**src/rtl/plab4_net_ring_domain_sched_pkg.sv**
```systemverilog
// Shared types and helpers for the ring domain scheduler: state encoding,
// counter sizing and state-to-domain mapping.
package plab4_net_ring_domain_sched_pkg;

  typedef enum logic [1:0] {
    SLOT_D0 = 2'd0,
    DEAD_D0 = 2'd1,
    SLOT_D1 = 2'd2,
    DEAD_D1 = 2'd3
  } sched_state_t;

  function automatic int clog2(input int value);
    int result;
    result = 0;
    while ((1 << result) < value) result++;
    return result;
  endfunction

  // Counter must hold the larger of the two reload values; never narrower than 1 bit.
  function automatic int cnt_width(input int slot_cycles, input int dead_cycles);
    int max_val;
    max_val = (slot_cycles > dead_cycles) ? slot_cycles : dead_cycles;
    return (clog2(max_val + 1) < 1) ? 1 : clog2(max_val + 1);
  endfunction

  function automatic logic state_domain(input sched_state_t s);
    return (s == SLOT_D1) || (s == DEAD_D1);
  endfunction

  function automatic logic state_is_slot(input sched_state_t s);
    return (s == SLOT_D0) || (s == SLOT_D1);
  endfunction

endpackage

```
**src/rtl/plab4_net_ring_domain_sched.sv**
```systemverilog
// Two-domain TDMA scheduler for the ring network: alternates launch slots
// with drain periods, optionally skipping an idle domain's slot.
module plab4_net_ring_domain_sched
  import plab4_net_ring_domain_sched_pkg::*;
#(
  parameter int c_num_ports   = 8,
  parameter int p_slot_cycles = 4,
  parameter int p_dead_cycles = 2
)(
  input  logic                   clk,
  input  logic                   reset,
  input  logic                   strict,
  input  logic [c_num_ports-1:0] req_d0,
  input  logic [c_num_ports-1:0] req_d1,
  output logic                   link_domain,
  output logic [c_num_ports-1:0] grant_d0,
  output logic [c_num_ports-1:0] grant_d1,
  output logic                   slot_active,
  output logic [7:0]             switch_cnt
);

  localparam int c_cnt_w = cnt_width(p_slot_cycles, p_dead_cycles);
  localparam logic [c_cnt_w-1:0] c_slot_load = c_cnt_w'(p_slot_cycles - 1);
  localparam logic [c_cnt_w-1:0] c_dead_load =
    (p_dead_cycles == 0) ? '0 : c_cnt_w'(p_dead_cycles - 1);

  sched_state_t        state;
  sched_state_t        state_next;
  logic [c_cnt_w-1:0]  cnt;
  logic [c_cnt_w-1:0]  cnt_next;
  logic                cur_domain;
  logic                stay;
  logic                exit_domain;
  logic [c_num_ports-1:0] own_req;
  logic [c_num_ports-1:0] other_req;

  assign cur_domain = state_domain(state);
  assign own_req    = cur_domain ? req_d1 : req_d0;
  assign other_req  = cur_domain ? req_d0 : req_d1;

  // Work-conserving skip: keep the ring only if the other domain is idle and we are not.
  assign stay        = !strict && (other_req == '0) && (own_req != '0);
  assign exit_domain = stay ? cur_domain : ~cur_domain;

  always_comb begin
    state_next = state;
    cnt_next   = cnt - 1'b1;
    case (state)
      SLOT_D0, SLOT_D1: begin
        if (cnt == '0) begin
          if (p_dead_cycles == 0) begin
            state_next = exit_domain ? SLOT_D1 : SLOT_D0;
            cnt_next   = c_slot_load;
          end else begin
            state_next = (state == SLOT_D1) ? DEAD_D1 : DEAD_D0;
            cnt_next   = c_dead_load;
          end
        end
      end
      default: begin
        if (cnt == '0) begin
          state_next = exit_domain ? SLOT_D1 : SLOT_D0;
          cnt_next   = c_slot_load;
        end
      end
    endcase
  end

  always_ff @(posedge clk) begin
    if (reset) begin
      state       <= SLOT_D0;
      cnt         <= c_slot_load;
      link_domain <= 1'b0;
      switch_cnt  <= 8'd0;
    end else begin
      state       <= state_next;
      cnt         <= cnt_next;
      link_domain <= state_domain(state_next);
      if (state_domain(state_next) != link_domain)
        switch_cnt <= switch_cnt + 8'd1;
    end
  end

  assign slot_active = state_is_slot(state);
  assign grant_d0    = (!reset && state == SLOT_D0) ? req_d0 : '0;
  assign grant_d1    = (!reset && state == SLOT_D1) ? req_d1 : '0;

endmodule

```
**config.mk**
```make
export PLATFORM = sky130hd
export DESIGN_NAME = plab4_net_ring_domain_sched
export DESIGN_NICKNAME = d
export VERILOG_FILES = /design/src/rtl/plab4_net_ring_domain_sched_pkg.sv /design/src/rtl/plab4_net_ring_domain_sched.sv
export SDC_FILE = /design/constraint.sdc
export NUM_CORES = 1
export LEC_CHECK = 0
export ABC_CLOCK_PERIOD_IN_PS = 2300
export CELL_PAD_IN_SITES_DETAIL_PLACEMENT = 1
export CELL_PAD_IN_SITES_GLOBAL_PLACEMENT = 1
export CORE_MARGIN = 2
export CORE_UTILIZATION = 26
export DETAILED_ROUTE_END_ITERATION = 10
export PLACE_DENSITY_LB_ADDON = 0.1
export REMOVE_ABC_BUFFERS = 1
export SLEW_MARGIN = 20
export SYNTH_ARGS = -nofsm -noshare
export SYNTH_HDL_FRONTEND = slang
export SYNTH_SLANG_ARGS = --single-unit
```
**constraint.sdc**
```tcl
create_clock -name clk -period 2.3 [get_ports clk]
set_input_delay 0.23 -clock clk [delete_from_list [all_inputs] [get_ports clk]]
set_output_delay 0.23 -clock clk [all_outputs]
set_load 0.02 [all_outputs]
```
# After elaboration in Yosys (flattened, before gate mapping)

Index checks and enable logic that the tools add are counted.

Register bits: 14
Bits in latches: 0
Bits in writable memories: 0
ROM bits: 0
Bits of input ports: 19
Output and inout port bits: 26
Memories kept: 0

Add/subtract/negate cells: 2
$mul: 0
Div/mod/pow operators: 0
$lt $le $gt $ge: 0
Eq/ne operators: 5
Shift-type cells: 0
Mux-type cells: 13
Bitwise gates (word level): 1
Reduce and logical (&&, ||, !) cells: 14

Operators by type and width:

| kind                  | number |
|---|---|
| $mux W8               | 4 |
| $mux W2               | 5 |
| $mux W3               | 3 |
| $add A8 B1 Y8 const B | 1 |
| $eq A2 B2 Y1 const B  | 4 |
| $logic_not A8 Y1      | 1 |
| $reduce_bool A8 Y1    | 1 |
| $logic_and A1 B1 Y1   | 4 |
| $logic_not A3 Y1      | 1 |
| $logic_or A1 B1 Y1    | 3 |
| $sub A3 B1 Y3 const B | 1 |
| $logic_not A1 Y1      | 2 |
| $logic_not A2 Y1      | 1 |
| $reduce_or A2 Y1      | 1 |
| $mux W1               | 1 |
| $ne A1 B1 Y1          | 1 |
| $not A1 Y1            | 1 |

# Logic depth before layout (Yosys ltp)

Gate-level depths: netlist (run 1).

Depth in word-level cells: 13
Mapped depth: 7
Mapped depth without buffers: 7

# Worst setup path before layout (run 1)

OpenSTA, ideal clock, no wires.

Path type: register -> register
Start point: register cnt[0]
End point: register switch_cnt[2]
Library setup time: 0.121 ns
Arrival time: 2.033 ns
Slack: 0.146 ns
Cell stages (with the launch flop): 8
Clock period less this slack: 2.154 ns
Cells stage by stage: dfxtp_1 -> inv_1 -> ha_1 -> nor4bb_2 -> a41o_1 -> a221oi_4 -> mux2i_1 -> mux2_2

Cells in the longest elaborated chain, start to end: 6
Elaborated cells between the ends (all ways): 8
Classes of those cells: eq/ne: 3; mux: 3; reduce/logical: 2

RTL lines:

| item                              | RTL line                                                             | source |
|---|---|---|
| from (decl)                       | plab4_net_ring_domain_sched.sv:29                                    | `logic [c_cnt_w-1:0] cnt;` |
| from (signal assigned)            | plab4_net_ring_domain_sched.sv:72                                    | `cnt <= c_slot_load;` |
| from (signal assigned)            | plab4_net_ring_domain_sched.sv:77                                    | `cnt <= cnt_next;` |
| $logic_not A3 Y1 *                | plab4_net_ring_domain_sched.sv:50, plab4_net_ring_domain_sched.sv:61 |  |
| $mux W2, on equally long branches | plab4_net_ring_domain_sched.sv:61, plab4_net_ring_domain_sched.sv:50 |  |
| $mux W2 *                         | plab4_net_ring_domain_sched.sv:48                                    | `case (state)` |
| $eq A2 B2 Y1                      | plab4_net_ring_domain_sched_pkg.sv:27                                | `return (s == SLOT_D1) \|\| (s == DEAD_D1);` |
| $logic_or A1 B1 Y1 *              | plab4_net_ring_domain_sched_pkg.sv:27                                |  |
| $ne A1 B1 Y1 *                    | plab4_net_ring_domain_sched.sv:79                                    | `if (state_domain(state_next) != link_domain)` |
| to (signal assigned)              | plab4_net_ring_domain_sched.sv:80                                    | `switch_cnt <= switch_cnt + 8'd1;` |
| to (decl)                         | plab4_net_ring_domain_sched.sv:19                                    | `output logic [7:0] switch_cnt` |

Mark *: on every way between the ends. The rest lies on a longest branch, timed or not.
A chain may end at the register's enable or synchronous reset.

# Final worst setup path (run 1)

Start point: register cnt[0]
End point: register switch_cnt[3]

The elaborated chain is that of the path after synthesis.

==> results of run 1 <==
## power groups by stage
stage	Combinational, mW	Sequential, mW	Clock (mW)
6_report	0.143	0.258	0.203
2_1_floorplan	0.0588	0.262	0
3_3_place_gp	0.136	0.262	0
3_5_place_dp	0.140	0.262	0
5_1_grt	0.157	0.258	0.228
4_1_cts	0.140	0.257	0.208
## cells by family (layout without fill, tap and decap cells)
kind of cell	Yosys count	in the layout	share of synthesized area, %
adder cells (fa/ha/maj)	3	3	3.927
multiplexers	15	15	17.02
buffers and inverters	7	57	2.748
XOR/XNOR	2	2	1.833
AND/OR/NAND/NOR	66	66	39.27
flip-flops	14	14	29.32
AO/OA/AOI/OAI	5	5	5.891
## through the flow
step                      area, um2  hold slack (ps)  TNS, ps
after floorplan               944.7            302.4        0
after detailed placement       1495            386.4        0
after global placement         1495            381.4        0
final                          1593            393.1        0
after CTS                      1536            399.0        0
after global routing           1593            423.2   -65.94
## worst register-to-register path, stage by stage (launching register included)
cell,delay (ps)
dfxtp_1,330
inv_1,60
ha_2,200
nor4bb_4,180
a41o_1,240
a221oi_4,340
clkbuf_16,210
mux2i_1,190
mux2_1,330
## what timing repair did
action,in CTS,in global routing
resized for setup,0,6
hold buffers,0,0
setup endpoints to repair,0,6
## synth_stat cells (3+ instances only)
cell type	count	area, um2
ha_1	3	37.54
mux2i_1	8	80.08
dfxtp_1	14	280.3
clkbuf_1	3	11.26
inv_1	4	15.01
and2_1	16	100.1
nand2b_1	7	43.79
nand3_1	3	15.01
nor2b_1	7	43.79
nor4_1	4	25.02
nor2_1	13	48.80
mux2_1	5	56.30
nand2_1	7	26.28
## per-layer routing
| metal | vias to the layer above | share of wire, % | global-route usage, % | routed length, um |
|---|---|---|---|---|
| li1 | 482 | - | - | - |
| met1 | 463 | 42 | 15.36 | 1156 |
| met2 | 18 | 53 | 23.70 | 1456 |
| met3 | 5 | 3.6 | 4.514 | 99 |
| met4 | 0 | 1.2 | 3.989 | 32 |
| met5 | - | 0 | 0 | 0 |
## registers in the layout, summed over array words and instances (netlist names)
| signal | count |
|---|---|
| state | 2 |
| switch_cnt | 8 |
| cnt | 3 |
| link_domain | 1 |
## layout make-up
| cell class | count | area, um2 |
|---|---|---|
| multi-input cells | 91 | 680.7 |
| fillers | 430 | 2013 |
| clock buffers | 3 | 41.29 |
| inverters | 4 | 15.01 |
| well taps | 48 | 60.06 |
| flip-flops and latches | 14 | 280.3 |
| repair buffers | 50 | 515.5 |
## path summary, 6_finish.rpt
check | endpoint | slack, ps | cells past startpoint
worst max register to register | switch_cnt[3] | 100 | 8
worst max-delay path | switch_cnt[3] | 100 | 8
worst min register to register | cnt[0] | 390 | 1
worst min-delay path | cnt[0] | 390 | 1
==> results.yml, run 1 <==
floorplan:
  die_h_um: 64.64
  initial_core_util_pct: 26.51
  die_x_um: 64.64
  die-area_um2: 4178
  core_um2: 3606
  pin_count: 45
  rows: 22
timing:
  period_needed_ps: 2202
  fmax_mhz: 454.2
  worstMarginPinSlew_ps: 402.2
  report.final.slew_viol_count: 0
  setup_violations: 0
  relSlewSlack_pct: 72.94
  skew_ps: 2.181
  setup_slack_ps: 98.48
  rsz0062_at_grt: "true"
  hold_viol: 0
  finalCritPeriodShare_pct: 95.72
worst_setup_path:
  worstPathArrival_ps: 2340
  worstSetupStartpointType: "flip-flop"
  timing.critical_path.cells: "inv_1 -> ha_2 -> nor4bb_4 -> a41o_1 -> a221oi_4 -> clkbuf_16 -> mux2i_1 -> mux2_1"
  required_ps: 2440
  end_kind: "flip-flop"
  crit_type: "flip-flop to flip-flop"
  crit_start: "cnt[0]"
  path_delay_family: "compound AO/OA/AOI/OAI gates"
  reg2reg_from: "cnt[0]"
  cp_slowest_cell: "a221oi_4"
  path_max_fanout: 4
  crit_buf_inv: 2
  max_stage_delay_ps: 340
drt:
  drtAntennaViolNets: 0
  drt_iter0_drc: 12
  viasPerCell: 4.610
  drc: 0
  wl_per_cell_um: 13.07
  vias: 968
  dr.pass1.iters: 4
  routed_wl_um: 2744
cells_and_area:
  final_cell_mix: "clkdlybuf4s50_1 (44), and2_1 (16), dfxtp_1 (14)"
  final_cells: 210
  syn_to_final_growth_pct: 66.62
  nNetsFinal: 186
  mostFrequentLayoutCell: "clkdlybuf4s50_1"
  fin_util_pct: 44.17
  drive_gt1_share_pct: 10.49
  diodes: 0
outcome:
  outcome: "finished, final reports clean"
power_and_ir_drop:
  p_comb_share_pct: 23.7
  switchingPower_mw: 0.1557
  ir_drop_v: 0.0001906
  p_seq_share_pct: 42.6
  power_density_nw_per_um2: 379.4
  p_int_mw: 0.4486
  swShare_pct: 25.76
  power_leakage_nw: 0.6471
  p_total_mw: 0.6043
  power_frac_clock_pct: 33.6
clock_network:
  max-clock-path-buffers: 2
  cts_setup_buffers: 0
  clkTransAtPathRegs_ps: 60
  clkLatencyLatePin_ps: 250
  clkSinkCount: 14
  cts-buffers-inserted: 3
  tritoncts: "done"
  cts_root_buf: "clkbuf_8"
  h-tree-depth: 1
logic_synthesis:
  syn_inst: 112
  synth-edff-count: 0
  synthArstFlopShare_pct: 0
  synth_cell_type_count: 29
  ys_seq_area_share_pct: 29.32
  synth-seq-cells: 14
  syn_area_um2: 955.9
  ys.flop_type: "dfxtp_1"
  synth_warnings: 0
  synth.avg_cell_area_um2: 8.535
hold_path:
  hold_start: "cnt[0]"
  hp-class: "flip-flop to flip-flop"
grt:
  grt_pass1_wl_um: 4367
  grt-ovfl-total: 0
  grt_max_degree: 22
  grt_use_total_pct: 13.45
  grt_antenna_before_repair: 0
  grt_pass1_vias: 961
placement:
  dp_hpwl_um: 2155
  pre_cts_slack_ps: 12.59
  gp_congestion: 0.7097
  placedCellCount: 206
  port_buffers: 44
flow_run:
  drv_cap: 0
Note: power is estimated with default switching activity, not from simulation.
==> run 2: changes to the inputs <==
--- a/config.mk
+++ b/config.mk
@@ -5,11 +5,12 @@
 export SDC_FILE = /design/constraint.sdc
 export NUM_CORES = 1
 export LEC_CHECK = 0
-export ABC_CLOCK_PERIOD_IN_PS = 2300
+export ABC_CLOCK_PERIOD_IN_PS = 2400
+export CAP_MARGIN = 0
 export CELL_PAD_IN_SITES_DETAIL_PLACEMENT = 1
 export CELL_PAD_IN_SITES_GLOBAL_PLACEMENT = 1
 export CORE_MARGIN = 2
-export CORE_UTILIZATION = 26
+export CORE_UTILIZATION = 28
 export DETAILED_ROUTE_END_ITERATION = 10
 export PLACE_DENSITY_LB_ADDON = 0.1
 export REMOVE_ABC_BUFFERS = 1
==> constraint.sdc (replaced) <==
create_clock -name clk -period 2.4 [get_ports clk]
set_input_delay 0.24 -clock clk [delete_from_list [all_inputs] [get_ports clk]]
set_output_delay 0.24 -clock clk [all_outputs]
set_load 0.02 [all_outputs]
==> results.yml, run 2 (synthesis results as in run 1) <==
drt:
  vias: 961
  drc: 0
  drt_iter0_drc: 20
  dr.pass1.iters: 2
  viasPerCell: 4.620
  wl_per_cell_um: 12.41
  routed_wl_um: 2582
  drtAntennaViolNets: 0
timing:
  worstMarginPinSlew_ps: 426.6
  skew_ps: 0.4614
  rsz0062_at_grt: "false"
  tns_ps: 0
  relSlewSlack_pct: 71.30
  period_needed_ps: 2182
  report.final.slew_viol_count: 0
  setup_violations: 0
  finalCritPeriodShare_pct: 90.92
  holdWs_ps: 404.8
  hold_viol: 0
  fmax_mhz: 458.3
  setup_slack_ps: 218.0
clock_network:
  cts_setup_buffers: 0
  max-clock-path-buffers: 2
  clkTransAtPathRegs_ps: 90
  clkSinkCount: 14
  cts.repair.resized: 0
  cts-buffers-inserted: 3
  tritoncts: "done"
  cts_root_buf: "clkbuf_4"
  h-tree-depth: 1
  cts_hold_buf: 0
  clkLatencyLatePin_ps: 270
floorplan:
  pin_count: 45
  rows: 21
  die_h_um: 62.43
  die_x_um: 62.43
  initial_core_util_pct: 28.87
  die-area_um2: 3898
  core_um2: 3311
flow_run:
  drv_cap: 0
placement:
  dp_hpwl_um: 2137
  port_buffers: 44
  place_area_um2: 1493
  gp_congestion: 0.7161
  pre_cts_slack_ps: 28.63
cells_and_area:
  mostFrequentLayoutCell: "clkdlybuf4s50_1"
  final_cell_mix: "clkdlybuf4s50_1 (44), and2_1 (16), dfxtp_1 (14)"
  top_register: "switch_cnt"
  nNetsFinal: 185
  drive_gt1_share_pct: 8.025
  design_area_um2: 1529
  reg_top3: "switch_cnt (8), cnt (3), state (2)"
  diodes: 0
  largest_reg_flops: 8
  syn_to_final_growth_pct: 59.95
power_and_ir_drop:
  power_leakage_nw: 0.6480
  swShare_pct: 25.69
  p_seq_share_pct: 45.1
  power_density_nw_per_um2: 357.1
  power_frac_clock_pct: 30.9
  ir_drop_v: 0.0002339
  p_comb_share_pct: 24.0
  p_int_mw: 0.4057
  switchingPower_mw: 0.1403
  p_total_mw: 0.5460
worst_setup_path:
  worstSetupStartpointType: "flip-flop"
  path_max_fanout: 9
  end_kind: "flip-flop"
  worstPathArrival_ps: 2350
  required_ps: 2570
  crit_type: "flip-flop to flip-flop"
hold_path:
  hp-class: "flip-flop to flip-flop"
outcome:
  outcome: "finished, final reports clean"
grt:
  grt_use_total_pct: 14.50
  grt_pass1_vias: 1046
  grt_max_degree: 22
  grt-ovfl-total: 0
  grt_antenna_before_repair: 0
  grt_pass1_wl_um: 4629
-- run 2: cell type report --
class | count | area [um2]
Tap cell | 46 | 57.56
Fill cell | 425 | 1782
Sequential cell | 14 | 280.3
Timing Repair Buffer | 49 | 490.5
Multi-Input combinational cell | 91 | 649.4
Inverter | 4 | 15.01
Clock buffer | 4 | 36.28
-- run 2: final timing paths --
| path | from | to | slack [ps] | cells past startpoint |
|---|---|---|---|---|
| max | cnt[0] | switch_cnt[6] | 220 | 8 |
| min | cnt[0] | cnt[0] | 400 | 1 |
| max reg2reg | cnt[0] | switch_cnt[6] | 220 | 8 |
| min reg2reg | cnt[0] | cnt[0] | 400 | 1 |
-- run 2: per-stage QoR --
| stage | utilization [%] | std cells |
|---|---|---|
| 4_1_cts | 46.18 | 208 |
| 5_1_grt | 46.18 | 208 |
| 6_report | 46.18 | 208 |
| 2_1_floorplan | - | 109 |
| 3_3_place_gp | 45.09 | 204 |
| 3_5_place_dp | 45.09 | 204 |
-- run 2: power by group through the flow --
stage	clock, mW	combinational (mW)	sequential (mW)
after floorplan	0	0.0563	0.251
after global placement	0	0.129	0.251
after detailed placement	0	0.133	0.252
after CTS	0.177	0.134	0.246
after global routing	0.191	0.145	0.248
final	0.169	0.131	0.246
-- run 2: routing by layer --
metal	share of wire (%)	vias to the layer above	global-route usage [%]
met3	3.1	2	4.144
met1	44	457	15.61
met2	53	16	27.82
met4	0.50	0	3.056
met5	0	-	0
li1	-	486	-
-- run 2: critical path, stage by stage (launching register included) --
cell and delay [ps]:
dfxtp_1 340, inv_1 60, ha_1 220, nor4bb_2 180, a41o_1 240, a221oi_4 290, buf_12 170, mux2i_1 240
mux2_1 330
